$ cat src/rtl/gate_unit_arbiter.sv
// gate_unit_arbiter
//   Round-robin arbiter/sequencer that time-shares one external combinational
//   gate unit among NREQ requesters. The winner's opcode/operands are
//   registered onto gu_op/gu_a/gu_b at grant. The arbiter then waits GU_LAT
//   cycles for gu_q to settle, captures it into result, and pulses ack to the
//   winner for one cycle.
//
// Ports
//   clk, rst_n      : clock (rising edge), asynchronous active-low reset
//   req[NREQ]       : per-requester request, held until its ack
//   op_flat         : 3-bit opcode per requester, requester i at [3i+2:3i]
//   a_flat, b_flat  : WIDTH-bit operands per requester, requester i at [W*i +: W]
//   gnt[NREQ]       : one-hot grant, high while the operation is in flight
//   ack[NREQ]       : one-hot single-cycle pulse; result is valid this cycle
//   result          : captured gate-unit result, held until the next capture
//   busy            : high whenever the sequencer is not idle
//   gu_op/gu_a/gu_b : registered inputs to the shared gate unit
//   gu_q            : output of the shared gate unit
module gate_unit_arbiter #(
  parameter int unsigned NREQ   = 4,
  parameter int unsigned WIDTH  = 8,
  parameter int unsigned GU_LAT = 1
) (
  input  logic                  clk,
  input  logic                  rst_n,
  input  logic [NREQ-1:0]       req,
  input  logic [3*NREQ-1:0]     op_flat,
  input  logic [WIDTH*NREQ-1:0] a_flat,
  input  logic [WIDTH*NREQ-1:0] b_flat,
  output logic [NREQ-1:0]       gnt,
  output logic [NREQ-1:0]       ack,
  output logic [WIDTH-1:0]      result,
  output logic                  busy,
  output logic [2:0]            gu_op,
  output logic [WIDTH-1:0]      gu_a,
  output logic [WIDTH-1:0]      gu_b,
  input  logic [WIDTH-1:0]      gu_q
);

  localparam int unsigned IW = (NREQ > 1) ? $clog2(NREQ) : 1;

  typedef enum logic [1:0] {
    IDLE = 2'd0,
    WAIT = 2'd1,
    RESP = 2'd2
  } state_t;

  state_t          state, state_nxt;
  logic [IW-1:0]   rr_ptr;
  logic [IW-1:0]   winner;
  logic [IW-1:0]   pick_idx;
  logic [IW-1:0]   cand;
  logic            pick_valid;
  logic [3:0]      cnt;

  logic [2:0]       op_arr [NREQ];
  logic [WIDTH-1:0] a_arr  [NREQ];
  logic [WIDTH-1:0] b_arr  [NREQ];

  // Unpack the flat per-requester buses.
  always_comb begin
    for (int unsigned i = 0; i < NREQ; i++) begin
      op_arr[i] = op_flat[3*i +: 3];
      a_arr[i]  = a_flat[WIDTH*i +: WIDTH];
      b_arr[i]  = b_flat[WIDTH*i +: WIDTH];
    end
  end

  // Round-robin pick: first requester at or above rr_ptr, wrapping at NREQ.
  always_comb begin
    pick_valid = 1'b0;
    pick_idx   = '0;
    cand       = '0;
    for (int unsigned k = 0; k < NREQ; k++) begin
      cand = IW'((32'(rr_ptr) + k) % NREQ);
      if (!pick_valid && req[cand]) begin
        pick_valid = 1'b1;
        pick_idx   = cand;
      end
    end
  end

  // State register
  always_ff @(posedge clk or negedge rst_n) begin
    if (!rst_n) state <= IDLE;
    else        state <= state_nxt;
  end

  // Next-state logic
  always_comb begin
    state_nxt = state;
    unique case (state)
      IDLE:    if (pick_valid) state_nxt = WAIT;
      WAIT:    if (cnt == '0)  state_nxt = RESP;
      RESP:    state_nxt = IDLE;
      default: state_nxt = IDLE;
    endcase
  end

  // Outputs: grant/ack are decoded from the registered winner and state, so
  // they are one-hot or zero by construction and ack always implies gnt.
  always_comb begin
    gnt  = '0;
    ack  = '0;
    busy = (state != IDLE);
    if (state != IDLE) gnt[winner] = 1'b1;
    if (state == RESP) ack[winner] = 1'b1;
  end

  // Datapath: operand capture at grant, settle counter, result capture.
  // rr_ptr advances on the same edge that enters RESP; its value only matters
  // at the next IDLE sample, so this matches advancing during RESP.
  always_ff @(posedge clk or negedge rst_n) begin
    if (!rst_n) begin
      winner <= '0;
      rr_ptr <= '0;
      cnt    <= '0;
      result <= '0;
      gu_op  <= '0;
      gu_a   <= '0;
      gu_b   <= '0;
    end else begin
      unique case (state)
        IDLE: begin
          if (pick_valid) begin
            winner <= pick_idx;
            gu_op  <= op_arr[pick_idx];
            gu_a   <= a_arr[pick_idx];
            gu_b   <= b_arr[pick_idx];
            cnt    <= 4'(GU_LAT - 1);
          end
        end
        WAIT: begin
          if (cnt != '0) begin
            cnt <= cnt - 4'd1;
          end else begin
            result <= gu_q;
            rr_ptr <= (winner == IW'(NREQ - 1)) ? '0 : winner + 1'b1;
          end
        end
        default: ;
      endcase
    end
  end

endmodule

$ cat config.mk
export PLATFORM = sky130hd
export DESIGN_NAME = gate_unit_arbiter
export DESIGN_NICKNAME = d
export VERILOG_FILES = /design/src/rtl/gate_unit_arbiter.sv
export SDC_FILE = /design/constraint.sdc
export NUM_CORES = 1
export LEC_CHECK = 0
export ABC_AREA = 1
export BUFFER_PORTS_ARGS = -buffer_cell sky130_fd_sc_hd__buf_2
export CORE_UTILIZATION = 50
export CTS_CLUSTER_DIAMETER = 120
export DETAILED_ROUTE_END_ITERATION = 8
export PLACE_DENSITY_LB_ADDON = 0.05
export SLEW_MARGIN = 20
export SYNTH_ARGS = -nofsm -noshare
export SYNTH_HDL_FRONTEND = slang
export SYNTH_SLANG_ARGS = --single-unit
$ cat constraint.sdc
create_clock -name clk -period 4.7 [get_ports clk]
set_clock_uncertainty 0.2 [all_clocks]
set_input_delay 0.47 -clock clk [delete_from_list [all_inputs] [get_ports clk]]
set_output_delay 0.47 -clock clk [all_outputs]
set_load 0.02 [all_outputs]
==> metrics.md <==
| Metric | Value |
|---|---|
| Filler instances | `about 440` |
| WL final | `6.28 mm` |
| Required time worst endpoint | `approximately 4.7 ns` |
| # setup viols final | `0` |
| Pre-antenna DRT Iters | `4` |
| Top cells by area, synth | `dfrtp_1 36%, nand2_1 27%, nand3_1 8.7%` |
| Peak supply drop | `about 0.36 mV` |
| Run status | `finished, final reports clean` |
| DR DRC count | `0` |
| Cell Int Power | `between 1 and 1.5 mW` |
| Sw power | `~1.4 mW` |
| Clock Tree Buf Depth | `2` |
| Reg2Reg Setup Slack | `between 1.5 and 2 ns` |
| Max Freq | `365 MHz` |
| Finished Cell Area | `about 0.0033 mm^2` |
| Antenna viol nets, final | `0` |
| Port Buf Inserts | `125` |
| Final Total Pwr | `~2.5 mW` |
| HP Class | `in2async` |
| Placed cell areas | `0.00321 mm^2` |
| Switch share | `a little under three fifths` |
| Simple-gate area share of the yosys netlist | `roughly 48%` |
| Worst EP arrival | `2.72 ns` |
| Final-report hold violation count | `0` |
| Xor/xnor cell area share of the yosys netlist | `less than 1%` |
| Synth top area share | `between 30% and 40%` |
| Die height | `approximately 74 um` |
| Clk_lat worst skew | `between 0.2 and 0.3 ns` |
| Commonest non-fill, non-tap cell in the layout | `nand2_1` |
| Via Count | `between 2000 and 3000` |
| Multiplexer share of the synthesized area | `0%` |
| Synth Area in Adders | `under 10%` |
| Clock transition at path regs | `0.08 ns` |
| Critical Path Start Type | `flop` |
| Post-CTS sizing | `0` |
| Final Critical Period | `2.74 ns` |
| Mapped Nets | `493` |
| Largest net degree at the start of global routing | `47` |
| GRT overflow | `0` |
| Post-synthesis compound-gate area fraction | `1.79%` |
| Post-Syn Instances | `a little under 400` |
| ANT cells | `0` |
| First-pass GRT wire length | `approximately 10 mm` |
| Num CTS Buffers | `5` |
| Sequential power share | `between 20% and 30%` |
| Sequential area share after synthesis | `35.8%` |
| Area grow syn2layout | `27.5%` |
| Postcts setup bufs | `0` |
| Max_cap viols | `0` |
| Initial Utilization | `~53%` |
| Relative slew slack | `between 40% and 50%` |
| Post-detail-place hpwl | `between 4 and 5 mm` |
| Comb pwr share | `~69%` |
| Vias in the first global route | `2382` |
| Synth Register Bits | `37` |
| Drt wl/cell | `around 11 um` |
| Root buffer cell | `clkbuf_8` |
| Unrepaired setup endpoints after global routing | `no` |
| Final Slew Violations | `0` |
| Clock sinks | `37` |
| Reg2Reg Depth | `13` |
| Critical R2R Capture | `gu_b[3]` |
| Final setup TNS | `0 ns` |
| Clock power frac | `slightly below 9%` |
| # hold bufs at CTS | `0` |
| Netlist cell types | `26` |
| Share of layout cells above drive strength 1 | `between 30% and 40%` |
| R2r startpoint | `rr_ptr[0]` |
| Synth Cell Area | `about 0.0026 mm^2` |
| Die outline width | `73.9 um` |
| Period utilisation layout | `58.4%` |
| Final nets | `between 600 and 700` |
| GR Util All Layers | `between 20 and 25%` |
| CTS tree | `yes` |
| Htree depth | `2` |
| Yosys Warn Count | `0` |
| CP Capture Type | `flop` |
| Mean Syn Cell Area | `approximately 6.5 um^2` |
| Leakage | `about 2.0 nW` |
| CORE AREA | `roughly 0.0048 mm^2` |
| DR iter-0 viols | `between 100 and 150` |
| Most frequent cells in the layout | `187 x nand2_1, 125 x buf_2, 49 x inv_1` |
| Tightest Pin Transition | `0.824 ns` |
| I/O pin total | `around 130` |
| CP Class | `reg2reg` |
| Largest family of logic cells by synthesized area | `simple AND/OR/NAND/NOR gates` |
| Crit-path max FO | `46` |
| Gpl congestion | `about 0.85` |
| Die area | `~0.0055 mm^2` |
| Antenna violations before repair | `0` |
| Vias/cell | `between 4 and 5` |
| Site Rows | `25` |
| Leading area contributor after synthesis | `dfrtp_1` |
| Power Density | `768 mW/mm^2` |
worst max path at each step:
stage	from	end	slack [ns]
floorplan	rr_ptr[0]	gu_b[7]	2.74
global placement	rr_ptr[0]	gu_b[2]	2.07
detailed placement	rr_ptr[0]	gu_b[7]	2.01
CTS	rr_ptr[0]	gu_b[2]	1.99
global route	rr_ptr[0]	gu_b[2]	1.67
finish	rr_ptr[0]	gu_b[3]	1.96
per-layer routing:
metal	track usage [%]	part of all wire, %
met1	30.8	43
met2	41.7	50
met3	4.80	6.0
met4	7.05	1.2
met5	0	0
through the flow:
stage | util [%] | setup slack (ns) | instances | hold WS (ns)
6_report | 68.0 | 1.96 | 586 | 0.0689
5_1_grt | 68.0 | 1.67 | 586 | 0.140
4_1_cts | 68.0 | 1.99 | 586 | 0.101
3_5_place_dp | 66.2 | 2.01 | 578 | 0.254
3_3_place_gp | 66.2 | 2.07 | 578 | 0.249
2_1_floorplan | - | 2.74 | 397 | -0.0256
area by class of cell:
class	count	area [um^2]	share of cell area, %
Inverter	53	199	6.04
Tap cell	67	83.8	2.54
Multi-Input combinational cell	295	1370	41.5
Clock inverter	3	17.5	0.532
Sequential cell	37	926	28.1
Clock buffer	5	68.8	2.09
Timing Repair Buffer	126	633	19.2
cells by family after synthesis:
logic type	after synthesis
compound gates	9
xor+xnor	1
fa+ha+maj	6
buf+inv	65
flops	37
simple gates	279
synth_stat cells (all sizes together):
| library cell | n |
|---|---|
| xor2 | 1 |
| nand2 | 199 |
| a21oi | 3 |
| o21ai | 5 |
| buf | 9 |
| dfrtp | 37 |
| inv | 53 |
| or2 | 7 |
| nand3 | 48 |
| nand3b | 5 |
| o22ai | 1 |
| nor4 | 1 |
| ha | 6 |
| nand4 | 1 |
| nor2 | 17 |
| clkbuf | 3 |
| nor3 | 1 |
sequential cells by signal, indices dropped and copies added (netlist names):
signal  flops
cnt         4
gu_a        8
gu_b        8
gu_op       3
result      8
rr_ptr      2
state       2
winner      2
worst max-delay path: stages, from the launching register on:
cell	delay, ns
dfrtp_1	0.58
inv_2	0.15
nand2_1	0.13
nand2_4	0.08
nand2_1	0.08
nand2_1	0.07
a21oi_1	0.16
nand2_2	0.16
nand2_4	0.39
inv_2	0.28
nand2_1	0.14
nand2_1	0.06
nand2_1	0.05
nand3_1	0.07
power by group through the flow:
stage | clock network (mW) | logic, mW | registers, mW
detailed placement | 0 | 1.75 | 0.569
finish | 0.220 | 1.74 | 0.566
CTS | 0.223 | 1.76 | 0.567
floorplan | 0 | 1.31 | 0.692
global route | 0.236 | 2.00 | 0.585
global placement | 0 | 1.72 | 0.570
(Power assumes the default switching activity.)
